[config.mk]
export PLATFORM = sky130hd
export DESIGN_NAME = serial_subtractor_flat
export DESIGN_NICKNAME = d
export VERILOG_FILES = /design/src/rtl/serial_subtractor_if.sv /design/src/rtl/serial_subtractor.sv /design/src/flat_wrapper.sv
export SDC_FILE = /design/constraint.sdc
export NUM_CORES = 1
export LEC_CHECK = 0
export CORE_MARGIN = 10
export CORE_UTILIZATION = 30
export CTS_BUF_LIST = sky130_fd_sc_hd__clkbuf_4
export CTS_CLUSTER_DIAMETER = 30
export DETAILED_ROUTE_END_ITERATION = 10
export PLACE_DENSITY = 0.54
export SLEW_MARGIN = 15
export SYNTH_ARGS = -nofsm -noshare
export SYNTH_HDL_FRONTEND = slang
export SYNTH_SLANG_ARGS = --single-unit
[constraint.sdc]
create_clock -name clk -period 4 [get_ports clk]
set_input_delay 0.8 -clock clk [delete_from_list [all_inputs] [get_ports clk]]
set_output_delay 0.8 -clock clk [all_outputs]
set_load 0.005 [all_outputs]
[src/rtl/serial_subtractor_if.sv]
// Start/done handshake bundle for serial_subtractor.
// The ovf signal is present only when SERIAL_SUBTRACTOR_OVF_EN is defined.
interface serial_subtractor_if #(
   parameter int unsigned WIDTH = 8
);
   logic             start;
   logic [WIDTH-1:0] a;
   logic [WIDTH-1:0] b;
   logic             busy;
   logic             done;
   logic [WIDTH-1:0] diff;
   logic             bout;
`ifdef SERIAL_SUBTRACTOR_OVF_EN
   logic             ovf;
`endif

   modport master (
      output start, a, b,
`ifdef SERIAL_SUBTRACTOR_OVF_EN
      input  ovf,
`endif
      input  busy, done, diff, bout
   );

   modport slave (
      input  start, a, b,
`ifdef SERIAL_SUBTRACTOR_OVF_EN
      output ovf,
`endif
      output busy, done, diff, bout
   );
endinterface

[src/rtl/serial_subtractor.sv]
// Bit-serial subtractor, LSB first, one bit per clock behind a start/done handshake.
// Optional signed-overflow output enabled by SERIAL_SUBTRACTOR_OVF_EN.
module serial_subtractor #(
   parameter int unsigned WIDTH = 8
) (
   input logic            clk,
   input logic            rst_n,
   serial_subtractor_if.slave bus
);
   localparam int unsigned CntW = (WIDTH > 1) ? $clog2(WIDTH) : 1;

   typedef enum logic [1:0] {StIdle, StRun, StFin} state_e;

   state_e           state_q, state_d;
   logic [WIDTH-1:0] a_sh_q, a_sh_d;
   logic [WIDTH-1:0] b_sh_q, b_sh_d;
   logic [WIDTH-1:0] diff_sh_q, diff_sh_d;
   logic [WIDTH-1:0] diff_q, diff_d;
   logic [CntW-1:0]  cnt_q, cnt_d;
   logic             borrow_q, borrow_d;
   logic             bout_q, bout_d;
   logic             busy_q, busy_d;
   logic             done_q, done_d;
   logic             d_bit;
`ifdef SERIAL_SUBTRACTOR_OVF_EN
   logic             a_msb_q, a_msb_d;
   logic             b_msb_q, b_msb_d;
   logic             ovf_q, ovf_d;
`endif

   always_comb begin
      state_d   = state_q;
      a_sh_d    = a_sh_q;
      b_sh_d    = b_sh_q;
      diff_sh_d = diff_sh_q;
      diff_d    = diff_q;
      cnt_d     = cnt_q;
      borrow_d  = borrow_q;
      bout_d    = bout_q;
      busy_d    = busy_q;
      done_d    = 1'b0;
`ifdef SERIAL_SUBTRACTOR_OVF_EN
      a_msb_d   = a_msb_q;
      b_msb_d   = b_msb_q;
      ovf_d     = ovf_q;
`endif
      d_bit     = a_sh_q[0] ^ b_sh_q[0] ^ borrow_q;

      case (state_q)
         StIdle: begin
            if (bus.start) begin
               a_sh_d   = bus.a;
               b_sh_d   = bus.b;
               borrow_d = 1'b0;
               cnt_d    = '0;
               busy_d   = 1'b1;
               state_d  = StRun;
`ifdef SERIAL_SUBTRACTOR_OVF_EN
               a_msb_d  = bus.a[WIDTH-1];
               b_msb_d  = bus.b[WIDTH-1];
`endif
            end
         end
         StRun: begin
            // Difference bits enter at the MSB so the LSB lands at bit 0 after WIDTH shifts.
            diff_sh_d = {d_bit, diff_sh_q[WIDTH-1:1]};
            a_sh_d    = {1'b0, a_sh_q[WIDTH-1:1]};
            b_sh_d    = {1'b0, b_sh_q[WIDTH-1:1]};
            borrow_d  = (~a_sh_q[0] & b_sh_q[0]) | (~(a_sh_q[0] ^ b_sh_q[0]) & borrow_q);
            cnt_d     = cnt_q + CntW'(1);
            if (cnt_q == CntW'(WIDTH - 1)) begin
               state_d = StFin;
            end
         end
         StFin: begin
            diff_d  = diff_sh_q;
            bout_d  = borrow_q;
            done_d  = 1'b1;
            busy_d  = 1'b0;
            state_d = StIdle;
`ifdef SERIAL_SUBTRACTOR_OVF_EN
            ovf_d   = (a_msb_q ^ b_msb_q) & (diff_sh_q[WIDTH-1] ^ a_msb_q);
`endif
         end
         default: begin
            state_d = StIdle;
            busy_d  = 1'b0;
         end
      endcase
   end

   always_ff @(posedge clk) begin
      if (!rst_n) begin
         state_q   <= StIdle;
         a_sh_q    <= '0;
         b_sh_q    <= '0;
         diff_sh_q <= '0;
         diff_q    <= '0;
         cnt_q     <= '0;
         borrow_q  <= 1'b0;
         bout_q    <= 1'b0;
         busy_q    <= 1'b0;
         done_q    <= 1'b0;
`ifdef SERIAL_SUBTRACTOR_OVF_EN
         a_msb_q   <= 1'b0;
         b_msb_q   <= 1'b0;
         ovf_q     <= 1'b0;
`endif
      end else begin
         state_q   <= state_d;
         a_sh_q    <= a_sh_d;
         b_sh_q    <= b_sh_d;
         diff_sh_q <= diff_sh_d;
         diff_q    <= diff_d;
         cnt_q     <= cnt_d;
         borrow_q  <= borrow_d;
         bout_q    <= bout_d;
         busy_q    <= busy_d;
         done_q    <= done_d;
`ifdef SERIAL_SUBTRACTOR_OVF_EN
         a_msb_q   <= a_msb_d;
         b_msb_q   <= b_msb_d;
         ovf_q     <= ovf_d;
`endif
      end
   end

   assign bus.busy = busy_q;
   assign bus.done = done_q;
   assign bus.diff = diff_q;
   assign bus.bout = bout_q;
`ifdef SERIAL_SUBTRACTOR_OVF_EN
   assign bus.ovf  = ovf_q;
`endif

endmodule

[src/flat_wrapper.sv]
// flat-port wrapper written by rule: the top's interface ports become plain ports
module serial_subtractor_flat 
#(
   parameter int unsigned WIDTH = 8
)
  (clk, rst_n, bus_start, bus_a, bus_b, bus_busy, bus_done, bus_diff, bus_bout);
  serial_subtractor_if #(.WIDTH(WIDTH)) bus_i ();
  input logic clk;
  input logic rst_n;
  input wire logic [$bits(bus_i.start)-1:0] bus_start;
  input wire logic [$bits(bus_i.a)-1:0] bus_a;
  input wire logic [$bits(bus_i.b)-1:0] bus_b;
  output wire logic [$bits(bus_i.busy)-1:0] bus_busy;
  output wire logic [$bits(bus_i.done)-1:0] bus_done;
  output wire logic [$bits(bus_i.diff)-1:0] bus_diff;
  output wire logic [$bits(bus_i.bout)-1:0] bus_bout;
  assign bus_i.start = bus_start;
  assign bus_i.a = bus_a;
  assign bus_i.b = bus_b;
  assign bus_busy = bus_i.busy;
  assign bus_done = bus_i.done;
  assign bus_diff = bus_i.diff;
  assign bus_bout = bus_i.bout;
  serial_subtractor #(.WIDTH(WIDTH)) u_core (.clk(clk), .rst_n(rst_n), .bus(bus_i));
endmodule
==> results.txt <==
The post-synthesis instance area was 0.00162 mm^2; the DRC violation total after the first TritonRoute iteration was 61. Yosys warning count: 0. The tools report the pin count of the biggest net entering global routing as 25. The run gives 273 as the number of standard cells in the layout, taps in and fillers out. The total iterations of the first detailed-routing run was 4; the arrival time at the worst endpoint was 2360 ps. Number of placed cells counting well taps: 265. The width of the die works out to 93.5 um. The clock tree skew after final layout was 8.86 ps. For the count of instances resized after the clock tree is built, the log shows 0. STA puts the critical path data required time at 4290 ps. CTS placed an instance of clkbuf_4 at the clock tree root. In this design, the stage delay of the slowest critical-path cell is 930 ps. The number of endpoints with negative hold slack in the final report came out at 0. Top routing layer in use: met4. The logs give 5820 um for the global-route wire length before repair and 350 ps for the source-to-sink clock delay at the later pin of the worst-skew pair.

The H-tree was split into 2 levels. Once the floorplan was initialized, standard cells occupied 31.3% of the core. The worst setup path is launched from an input port.

The final worst slack was 1930 ps. In this run the remaining antenna-violating nets after routing total 0. In this run switching power makes up 25.0% of total power.

Number of CTS-inserted buffers: 5. The worst setup path is captured at a flop. The number of hold buffers added after CTS came out at 0. Aggregate negative setup slack: 0 ps. TritonCTS built the clock tree. The number of global-route vias before repair is 1,225, and the wire length on met2 is 1460 um. The run gives 178 as the instance count of the mapped netlist.

The final cycle utilization of the critical path is 51.7%, and the static leakage is 0.716 nW. After detailed routing, the average wire length per cell comes to 12.6 um. Count of endpoints failing setup in the final report: 0. The via-per-instance ratio was 4.55; the fmax was 483 MHz. For the antenna diode instance count, the log shows 0.

OpenSTA, run right after detailed placement, puts the worst setup slack at 1540 ps. Headroom to the max-slew limit came out at 36.1%. For the aggregate global-route resource usage, the log shows 8.28%.

The net count of the finished layout is 224. The initial antenna violation count is 0. The tools report the distinct cell type count after synthesis as 26. The library cell used most frequently in the layout, excluding fill and tap cells, is dfxtp_1. Clock-pin slew was measured on the worst setup and hold paths at 120 ps.

The overall die area came out at 0.00874 mm^2. The analysis attributes to net switching a power of 0.000180 W. The number of cells on the worst reg-to-reg path is 3.

The tools report the number of rows in the core area as 26. The total overflow left after global routing is 0. At the end of routability-driven placement, the weighted congestion stood at 0.687. Setup repair after global routing left no endpoint under its margin.

The path class of the tightest hold or removal check is flop to flop. At the pin with the least slew margin, the transition time is 956 ps. The residual DRC count is 0, and the synthesis-to-finish area growth is 23.0%.

Total wire length after detailed routing: 3440 um. The tools report the number of pins exceeding their max-slew limit in the final report as 0. The run gives 10.5% as the proportion of power drawn by combinational gates. Final HPWL from detailed placement: 2340 um.

The clock passes through at most 2 buffers. The vertical die dimension is 93.5 um. The length of routed wiring on met1 is 1700 um. The count of state elements after synthesis is 41, and the clock share of power is 28.6%. Of all nets on the critical path, the largest fanout is 24. The number of nets in the synthesized netlist is 200. The run gives 30 as the top-level port count.

Post-CTS timing repair inserted 0 buffers for setup. The clock drives 41 sinks. The tool flagged a number of max-cap violations equal to 0.

Share of final-layout standard cells stronger than drive strength 1: 4.93%. Power spread over the standard cell area amounts to 361 mW/mm^2. The final standard cell utilization of the core is 38.5%.

The core region is 0.00517 mm^2. Traced cell by cell, the critical path runs through clkdlybuf4s50_1 -> buf_4 -> o221ai_1 -> a21oi_1. The cell-internal power came out at 0.000539 W.

The power share of the sequential group is 60.9%. The library cells used most frequently in the layout, excluding fill and tap cells, are dfxtp_1 (41), nand2_1 (34), clkdlybuf4s50_1 (29). The average footprint of a synthesized cell was 9.10 um^2.

Across the VDD grid, the largest voltage drop is 110 uV. The run finished with clean final reports. The worst hold path passes through 2 cells. For the finished layout, the period the worst path requires is 2070 ps. Input and output buffers added on the ports amount to 29. On the critical path, the stage with the largest delay is an instance of clkdlybuf4s50_1. For this run, the register share of the synthesized area comes to 50.7%.

The setup path with the least slack is of type input port to flop. The routed design uses 194 um of met3 wire. The number of vias in the routed layout is 1,243.
power by group through the flow:
stage               Clock, W  Combinational, W  Sequential (W)
floorplan                  0         0.0000502        0.000443
global placement           0         0.0000752        0.000447
detailed placement         0         0.0000759        0.000446
CTS                 0.000216         0.0000763        0.000437
global route        0.000233         0.0000853        0.000440
finish              0.000206         0.0000754        0.000437
logic make-up (layout without fill, tap and decap cells):
group / count (synthesis) / in the layout / share of synthesized area (%)
AOI/OAI and AO/OA: 55 / 55 / 24.3
adders and majority gates: 3 / 3 / 2.78
buffers and inverters: 29 / 54 / 7.88
DFF: 41 / 41 / 50.7
muxes: 1 / 1 / 0.618
and+or+nand+nor: 49 / 49 / 13.7
final timing paths:
path,slack [ps],end,from
hold reg to reg,460,u_core.a_sh_q[3],u_core.a_sh_q[3]
hold / removal,460,u_core.a_sh_q[3],u_core.a_sh_q[3]
setup / recovery,1930,u_core.b_sh_q[0],rst_n
setup reg to reg,2350,u_core.diff_sh_q[7],u_core.state_q[0]
state kept, by name, indices dropped and copies added, names as in the netlist:
| signal | flops |
|---|---|
| u_core.a_sh_q | 8 |
| u_core.b_sh_q | 8 |
| u_core.bus.diff | 8 |
| u_core.diff_sh_q | 8 |
| u_core.cnt_q | 3 |
| u_core.state_q | 2 |
| u_core.borrow_q | 1 |
| u_core.bus.bout | 1 |
| u_core.bus.busy | 1 |
| u_core.bus.done | 1 |
cell type report:
class                      count  area (um^2)
fill                         526         3180
multi-input combinational    108          671
clock inverter                 2         10.0
tap                           70         87.6
clock buffer                   6         45.0
inverter                      16         60.1
timing repair buffer          30          298
sequential                    41          821
routing by layer:
metal	vias to the layer above	global-route usage (%)
met5	-	0
met4	0	4.24
met3	5	3.28
met2	23	11.5
met1	559	10.7
li1	656	-
worst max-delay path, delay by kind of cell:
family | cells | cell delay, ps
buf+inv | 2 | 1260
compound gates | 2 | 290
stage by stage:
step / power [W] / instance area, um^2 / hold slack, ps
detailed placement: 0.000522 / 1940 / 437
global route: 0.000759 / 1990 / 465
CTS: 0.000729 / 1990 / 457
global placement: 0.000522 / 1940 / 435
finish: 0.000719 / 1990 / 456
floorplan: 0.000493 / 1620 / 425
synth_stat cells:
master | number | area (um^2)
mux2i_1 | 1 | 10.0
nor2_1 | 2 | 7.51
o221ai_1 | 14 | 123
nand2_1 | 34 | 128
nand4_1 | 2 | 12.5
o211a_1 | 1 | 10.0
o21bai_2 | 1 | 11.3
a21oi_1 | 15 | 75.1
a211oi_1 | 1 | 7.51
dfxtp_1 | 41 | 821
buf_2 | 3 | 15.0
or3b_1 | 1 | 8.76
a22oi_1 | 3 | 22.5
o21ai_0 | 2 | 10.0
buf_6 | 2 | 22.5
fa_1 | 1 | 20.0
or2b_1 | 1 | 7.51
and2b_1 | 1 | 7.51
inv_1 | 16 | 60.1
nor2b_1 | 5 | 31.3
and3_1 | 1 | 6.26
a21boi_0 | 18 | 135
and2_1 | 1 | 6.26
nand2b_1 | 1 | 6.26
ha_1 | 2 | 25.0
clkbuf_1 | 8 | 30.0
Note: power is estimated with default switching activity, not from simulation.
